### config.mk
export PLATFORM = sky130hd
export DESIGN_NAME = ifu_inst_align_flat
export DESIGN_NICKNAME = d
export VERILOG_FILES = /design/src/rtl/ifu_inst_align_if.sv /design/src/rtl/ifu_inst_align.sv /design/src/flat_wrapper.sv
export SDC_FILE = /design/constraint.sdc
export NUM_CORES = 1
export LEC_CHECK = 0
export ABC_CLOCK_PERIOD_IN_PS = 4150
export BUFFER_PORTS_ARGS = -buffer_cell sky130_fd_sc_hd__clkbuf_2
export CAP_MARGIN = 5
export CORE_MARGIN = 5
export CORE_UTILIZATION = 40
export CTS_CLUSTER_SIZE = 20
export DETAILED_ROUTE_END_ITERATION = 16
export SETUP_SLACK_MARGIN = 0.05
export SYNTH_ARGS = -nofsm -noshare
export SYNTH_HDL_FRONTEND = slang
export SYNTH_SLANG_ARGS = --single-unit
export TNS_END_PERCENT = 30
### constraint.sdc
create_clock -name clk -period 4.15 [get_ports clk]
set_clock_uncertainty 0.15 [all_clocks]
set_input_delay 0.2075 -clock clk [delete_from_list [all_inputs] [get_ports clk]]
set_output_delay 0.2075 -clock clk [all_outputs]
set_load 0.03 [all_outputs]
### src/rtl/ifu_inst_align_if.sv
// Fetch-side bundle for the instruction aligner: request tracking, R-channel beats,
// decode handshake and the credit stall back to the PC stage.
interface ifu_inst_align_if #(
    parameter int ADDR_W = 32
);
    logic              flush_i;
    logic              req_valid_i;
    logic [ADDR_W-1:0] req_pc_i;
    logic              rsp_valid_i;
    logic [63:0]       rsp_data_i;
    logic              rsp_ready_o;
    logic              inst_valid_o;
    logic [31:0]       inst_o;
    logic [ADDR_W-1:0] inst_pc_o;
    logic              inst_ready_i;
    logic              stall_fetch_o;

    modport master (
        output flush_i, req_valid_i, req_pc_i, rsp_valid_i, rsp_data_i, inst_ready_i,
        input  rsp_ready_o, inst_valid_o, inst_o, inst_pc_o, stall_fetch_o
    );

    modport slave (
        input  flush_i, req_valid_i, req_pc_i, rsp_valid_i, rsp_data_i, inst_ready_i,
        output rsp_ready_o, inst_valid_o, inst_o, inst_pc_o, stall_fetch_o
    );
endinterface

### src/rtl/ifu_inst_align.sv
// Fetch-response aligner: tracks issued fetch PCs, buffers 64-bit beats and hands
// them to decode as 32-bit instructions, dropping stale beats after a flush.
module ifu_inst_align #(
    parameter int ADDR_W = 32,
    parameter int DEPTH  = 4
) (
    input  logic           clk,
    input  logic           rst,
    ifu_inst_align_if.slave bus
);
    localparam int PW = $clog2(DEPTH);
    localparam int CW = PW + 1;
    localparam int OW = CW + 2;

    logic [ADDR_W-1:0] tag_mem [DEPTH];
    logic [PW-1:0]     tag_wr_ptr_reg, tag_wr_ptr_next;
    logic [PW-1:0]     tag_rd_ptr_reg, tag_rd_ptr_next;
    logic [CW-1:0]     tag_cnt_reg, tag_cnt_next;

    logic [63:0]       beat_data_mem [DEPTH];
    logic [ADDR_W-1:0] beat_pc_mem [DEPTH];
    logic [PW-1:0]     beat_wr_ptr_reg, beat_wr_ptr_next;
    logic [PW-1:0]     beat_rd_ptr_reg, beat_rd_ptr_next;
    logic [CW-1:0]     beat_cnt_reg, beat_cnt_next;

    logic [CW-1:0]     drop_cnt_reg, drop_cnt_next;
    logic              slot_adv_reg, slot_adv_next;

    logic              tag_push, rsp_live, rsp_drop, inst_valid, inst_fire, beat_pop, slot_sel;
    logic [63:0]       head_data;
    logic [ADDR_W-1:0] head_pc;
    logic [OW-1:0]     outstanding, drop_sum, drop_flush;
    logic              unused_head_lsb;

    assign tag_push   = bus.req_valid_i;
    assign rsp_live   = bus.rsp_valid_i & ~bus.flush_i & (drop_cnt_reg == '0);
    assign rsp_drop   = bus.rsp_valid_i & ~bus.flush_i & (drop_cnt_reg != '0);
    assign inst_valid = (beat_cnt_reg != '0);
    assign inst_fire  = inst_valid & bus.inst_ready_i & ~bus.flush_i;

    // Small buffer read asynchronously so a beat is presented the cycle after it lands.
    assign head_data = beat_data_mem[beat_rd_ptr_reg];
    assign head_pc   = beat_pc_mem[beat_rd_ptr_reg];
    assign slot_sel  = head_pc[2] | slot_adv_reg;
    assign beat_pop  = inst_fire & slot_sel;
    assign unused_head_lsb = ^head_pc[1:0];

    // Everything still owed to us by the bus or sitting in the buffer consumes a credit.
    assign outstanding = OW'(tag_cnt_reg) + OW'(beat_cnt_reg) + OW'(drop_cnt_reg);
    assign drop_sum    = OW'(drop_cnt_reg) + OW'(tag_cnt_reg);
    assign drop_flush  = (bus.rsp_valid_i && drop_sum != '0) ? drop_sum - OW'(1) : drop_sum;

    assign bus.rsp_ready_o   = 1'b1;
    assign bus.inst_valid_o  = inst_valid;
    assign bus.inst_o        = inst_valid ? (slot_sel ? head_data[63:32] : head_data[31:0]) : '0;
    assign bus.inst_pc_o     = inst_valid ? {head_pc[ADDR_W-1:3], slot_sel, 2'b00} : '0;
    assign bus.stall_fetch_o = (outstanding >= OW'(DEPTH));

    always_comb begin
        tag_wr_ptr_next  = tag_push ? tag_wr_ptr_reg + PW'(1) : tag_wr_ptr_reg;
        tag_rd_ptr_next  = tag_rd_ptr_reg;
        tag_cnt_next     = tag_cnt_reg;
        beat_wr_ptr_next = rsp_live ? beat_wr_ptr_reg + PW'(1) : beat_wr_ptr_reg;
        beat_rd_ptr_next = beat_rd_ptr_reg;
        beat_cnt_next    = beat_cnt_reg;
        drop_cnt_next    = drop_cnt_reg;
        slot_adv_next    = slot_adv_reg;

        if (bus.flush_i) begin
            // A fetch issued alongside the flush starts the new stream in the emptied FIFO.
            tag_rd_ptr_next  = tag_wr_ptr_reg;
            tag_cnt_next     = tag_push ? CW'(1) : '0;
            beat_rd_ptr_next = beat_wr_ptr_reg;
            beat_cnt_next    = '0;
            drop_cnt_next    = CW'(drop_flush);
            slot_adv_next    = 1'b0;
        end else begin
            if (rsp_live) tag_rd_ptr_next = tag_rd_ptr_reg + PW'(1);
            case ({tag_push, rsp_live})
                2'b10:   tag_cnt_next = tag_cnt_reg + CW'(1);
                2'b01:   tag_cnt_next = tag_cnt_reg - CW'(1);
                default: tag_cnt_next = tag_cnt_reg;
            endcase

            if (beat_pop) beat_rd_ptr_next = beat_rd_ptr_reg + PW'(1);
            case ({rsp_live, beat_pop})
                2'b10:   beat_cnt_next = beat_cnt_reg + CW'(1);
                2'b01:   beat_cnt_next = beat_cnt_reg - CW'(1);
                default: beat_cnt_next = beat_cnt_reg;
            endcase

            if (rsp_drop) drop_cnt_next = drop_cnt_reg - CW'(1);
            // Low word delivered: move to the high word; high word delivered: next beat.
            if (inst_fire) slot_adv_next = ~slot_sel;
        end
    end

    always_ff @(posedge clk) begin
        if (tag_push) tag_mem[tag_wr_ptr_reg] <= bus.req_pc_i;
        if (rsp_live) begin
            beat_data_mem[beat_wr_ptr_reg] <= bus.rsp_data_i;
            beat_pc_mem[beat_wr_ptr_reg]   <= tag_mem[tag_rd_ptr_reg];
        end
    end

    always_ff @(posedge clk) begin
        if (rst) begin
            tag_wr_ptr_reg  <= '0;
            tag_rd_ptr_reg  <= '0;
            tag_cnt_reg     <= '0;
            beat_wr_ptr_reg <= '0;
            beat_rd_ptr_reg <= '0;
            beat_cnt_reg    <= '0;
            drop_cnt_reg    <= '0;
            slot_adv_reg    <= 1'b0;
        end else begin
            tag_wr_ptr_reg  <= tag_wr_ptr_next;
            tag_rd_ptr_reg  <= tag_rd_ptr_next;
            tag_cnt_reg     <= tag_cnt_next;
            beat_wr_ptr_reg <= beat_wr_ptr_next;
            beat_rd_ptr_reg <= beat_rd_ptr_next;
            beat_cnt_reg    <= beat_cnt_next;
            drop_cnt_reg    <= drop_cnt_next;
            slot_adv_reg    <= slot_adv_next;
        end
    end
endmodule
### src/flat_wrapper.sv
// flat-port wrapper written by rule: the top's interface ports become plain ports
module ifu_inst_align_flat 
#(
    parameter int ADDR_W = 32,
    parameter int DEPTH  = 4
)
  (clk, rst, bus_flush_i, bus_req_valid_i, bus_req_pc_i, bus_rsp_valid_i, bus_rsp_data_i, bus_inst_ready_i, bus_rsp_ready_o, bus_inst_valid_o, bus_inst_o, bus_inst_pc_o, bus_stall_fetch_o);
  ifu_inst_align_if #(.ADDR_W(ADDR_W)) bus_i ();
  input  logic clk;
  input  logic rst;
  input wire logic [$bits(bus_i.flush_i)-1:0] bus_flush_i;
  input wire logic [$bits(bus_i.req_valid_i)-1:0] bus_req_valid_i;
  input wire logic [$bits(bus_i.req_pc_i)-1:0] bus_req_pc_i;
  input wire logic [$bits(bus_i.rsp_valid_i)-1:0] bus_rsp_valid_i;
  input wire logic [$bits(bus_i.rsp_data_i)-1:0] bus_rsp_data_i;
  input wire logic [$bits(bus_i.inst_ready_i)-1:0] bus_inst_ready_i;
  output wire logic [$bits(bus_i.rsp_ready_o)-1:0] bus_rsp_ready_o;
  output wire logic [$bits(bus_i.inst_valid_o)-1:0] bus_inst_valid_o;
  output wire logic [$bits(bus_i.inst_o)-1:0] bus_inst_o;
  output wire logic [$bits(bus_i.inst_pc_o)-1:0] bus_inst_pc_o;
  output wire logic [$bits(bus_i.stall_fetch_o)-1:0] bus_stall_fetch_o;
  assign bus_i.flush_i = bus_flush_i;
  assign bus_i.req_valid_i = bus_req_valid_i;
  assign bus_i.req_pc_i = bus_req_pc_i;
  assign bus_i.rsp_valid_i = bus_rsp_valid_i;
  assign bus_i.rsp_data_i = bus_rsp_data_i;
  assign bus_i.inst_ready_i = bus_inst_ready_i;
  assign bus_rsp_ready_o = bus_i.rsp_ready_o;
  assign bus_inst_valid_o = bus_i.inst_valid_o;
  assign bus_inst_o = bus_i.inst_o;
  assign bus_inst_pc_o = bus_i.inst_pc_o;
  assign bus_stall_fetch_o = bus_i.stall_fetch_o;
  ifu_inst_align #(.ADDR_W(ADDR_W), .DEPTH(DEPTH)) u_core (.clk(clk), .rst(rst), .bus(bus_i));
endmodule
==> impl_metrics.tcl <==
set metrics [dict create \
    rsz0062_at_grt "no" \
    yosys.area.top_type "edfxtp_1" \
    cts_hold_buffers 101 \
    grt.overflow.total 0 \
    rr_worst_depth 6 \
    final_hold_viol_count 0 \
    die_h_um 234 \
    max_stage_delay_ns 0.63 \
    num_vias 9800 \
    rrSetupSlack_ns 1.20 \
    h-tree-depth 2 \
    clockPowerShare_pct 41.2 \
    initial_utilization_pct 40.2 \
    ir_drop_uv 379 \
    crit_fanout 25 \
    synth_edf_count 496 \
    grt.total_usage_pct 15.1 \
    min_period_over_period_pct 82.0 \
    cts_root_buffer "clkbuf_16" \
    ys_warn_count 0 \
    swShare_pct 21.3 \
    min_period_ns 3.40 \
    synth_xor_area_share_pct 0.568 \
    synth_top_family_by_area "multiplexers" \
    ys_types 41 \
    setup_violations 0 \
    hold_start "bus_req_pc_i[7]" \
    hp-class "input pin to flop" \
    fin_setup_tns_ns 0 \
    largest_register_ffs 256 \
    grt_pass1_vias 10748 \
    syn2layout_area_growth_pct 22.6 \
    ctsResizeCount 0 \
    synth_flop_cell "edfxtp_1" \
    fmax_mhz 294 \
    drc 0 \
    dieArea_mm2 0.0547 \
    syn_avg_cell_area_um2 20.8 \
    postCtsSetupBuffers 0 \
    reg_top3 "u_core.beat_data_mem: 256 flops, u_core.beat_pc_mem: 120 flops, u_core.tag_mem: 120 flops" \
    critPathBufInv 2 \
    synthCells 962 \
    wl_um 40900 \
    synth.area.top_cells "edfxtp_1 (74%), mux4_2 (14%), dfxtp_1 (2.2%)" \
    netlist_area_mm2 0.0200 \
    timing.hold.ws_ns 0.239 \
    cts_buffers 54 \
    holdPathStages 2 \
    cp_slowest_cell "dfxtp_4" \
    top_register "u_core.beat_data_mem" \
    crit_path_end_kind "output pin" \
    cts_max_path_buffers 3 \
    cts_tree "yes" \
    finalNetCount 1385 \
    critPathArrivalTime_ns 3.05 \
    run_status "finished clean" \
    slew-limit-headroom_pct 38.0 \
    via_per_inst 4.96 \
    ys_top_cells_by_count "edfxtp_1 (496), mux4_2 (124), nand2_1 (70), a21oi_1 (44), and2_1 (37)" \
    rows 82 \
    p_leak_nw 8.31 \
    async_flop_share_pct 0 \
    numClockSinks 518 \
    grt_max_degree 94 \
    io_buffers 163 \
    grt_pass1_wl_um 63100 \
    clk_latency_ns 0.58 \
    timing.rr.start "u_core.drop_cnt_reg[1]" \
    final_cells 1976 \
    place_inst 1771 \
    crit_family "buffers and inverters" \
    synth-simple-area-share_pct 3.48 \
    synth-adder-area-share_pct 1.87 \
    slew_violations 0 \
    worst_pin_slew_ns 0.929 \
    intPower_mw 9.31 \
    pwr-share-comb_pct 8.0 \
    drtAntennaViolNets 0 \
    antenna_found_initial 6 \
    drive_above_1_share_pct 31.6 \
    core_mm2 0.0499 \
    io_pins 169 \
    power.switching_mw 2.52 \
    cp.required_ns 3.79 \
    synth.most_common_cell "edfxtp_1" \
    synth_top_cell_area_share_pct 74.3 \
    p_seq_share_pct 50.8 \
    worstPathCellList "mux4_2 -> nor2_4 -> buf_4 -> nand2_1 -> a21oi_1 -> clkbuf_2" \
    critPathLaunchType "flop" \
    drtIter0Drc 535 \
    power_density_mw_per_mm2 482 \
    synthMuxAreaShare_pct 14.1 \
    reg2reg_to "u_core.beat_data_mem[2][21]" \
    dieWidth_um 234 \
    ys_ff_latch 518 \
    yosysSeqAreaShare_pct 76.5 \
    hold_end "u_core.tag_mem[1][7]" \
    dp_hpwl_um 24300 \
    worstSetupPathType "flop to output pin" \
    gp_congestion 0.693 \
    wl_per_cell_um 20.7 \
    firstDrtPassIters 5 \
    clk_pin_slew_ns 0.07 \
    cap_violations 0 \
    synth_compound_area_share_pct 1.94 \
]
per-stage QoR:
| stage | power (mW) | util, % | setup WS (ns) | area (um^2) |
|---|---|---|---|---|
| 2_1_floorplan | 6.72 | - | 0.105 | 20000 |
| 3_3_place_gp | 6.99 | 43.6 | 1.18 | 21700 |
| 3_5_place_dp | 7.01 | 43.6 | 1.17 | 21700 |
| 4_1_cts | 12.0 | 49.3 | 0.656 | 24600 |
| 5_1_grt | 12.3 | 49.3 | 0.515 | 24600 |
| 6_report | 11.8 | 49.3 | 0.747 | 24600 |
per-layer routing:
metal | track usage (%) | routed length, um | up-vias
li1 | - | - | 4481
met1 | 19.2 | 16700 | 5030
met2 | 26.4 | 21100 | 210
met3 | 3.32 | 2180 | 71
met4 | 3.98 | 837 | 8
met5 | 0 | 48 | -
placed cells by master, fill, tap and decap left out, types with 9 or more instances in the layout:
master	count
clkbuf_1	9
dfxtp_1	18
mux4_2	124
ha_1	22
buf_4	15
clkinv_2	17
a21oi_1	44
clkbuf_2	163
edfxtp_1	496
nand2_1	70
nor2_1	16
inv_1	15
dlygate4sd3_1	101
and2_1	29
clkbuf_16	57
kinds of logic (layout without fill, tap and decap cells):
family,count (synthesis),in the layout
XOR/XNOR,13,13
multiplexers,127,127
AND/OR/NAND/NOR,145,145
flip-flops,518,518
adder cells (fa/ha/maj),27,27
buffers and inverters,63,402
AO/OA/AOI/OAI,67,67
other,2,5
worst max path at each step:
| stage | cells after the start | end | startpoint |
|---|---|---|---|
| 3_3_place_gp | 6 | u_core.beat_pc_mem[2][22] | u_core.drop_cnt_reg[1] |
| 2_1_floorplan | 5 | u_core.beat_data_mem[1][0] | u_core.drop_cnt_reg[1] |
| 3_5_place_dp | 6 | u_core.beat_data_mem[1][15] | u_core.drop_cnt_reg[1] |
| 5_1_grt | 5 | bus_inst_o[29] | flop |
| 6_report | 6 | bus_inst_o[10] | flop |
| 4_1_cts | 6 | bus_inst_o[29] | flop |
layout make-up:
class	instances	area, um^2
Timing Repair Buffer	285	2060
Antenna cell	2	5.00
Multi-Input combinational cell	382	4440
Clock inverter	32	308
Inverter	15	56.3
Clock buffer	70	1520
Fill cell	4164	25300
Sequential cell	518	15300
Tap cell	672	841
power by group through the flow:
stage | sequential (mW) | clock (mW) | combinational, mW
after floorplan | 6.10 | 0 | 0.624
after global placement | 6.12 | 0 | 0.863
after detailed placement | 6.13 | 0 | 0.878
after CTS | 6.02 | 5.00 | 0.969
after global routing | 6.03 | 5.22 | 1.04
final | 6.02 | 4.87 | 0.943
worst reg2reg max path, cell delays in order (launching register included):
cell,delay [ns]
dfxtp_1,0.37
inv_1,0.16
ha_1,0.24
nand3b_1,0.27
nor2_1,0.44
and2_4,0.63
buf_12,0.34
(Power assumes the default switching activity.)
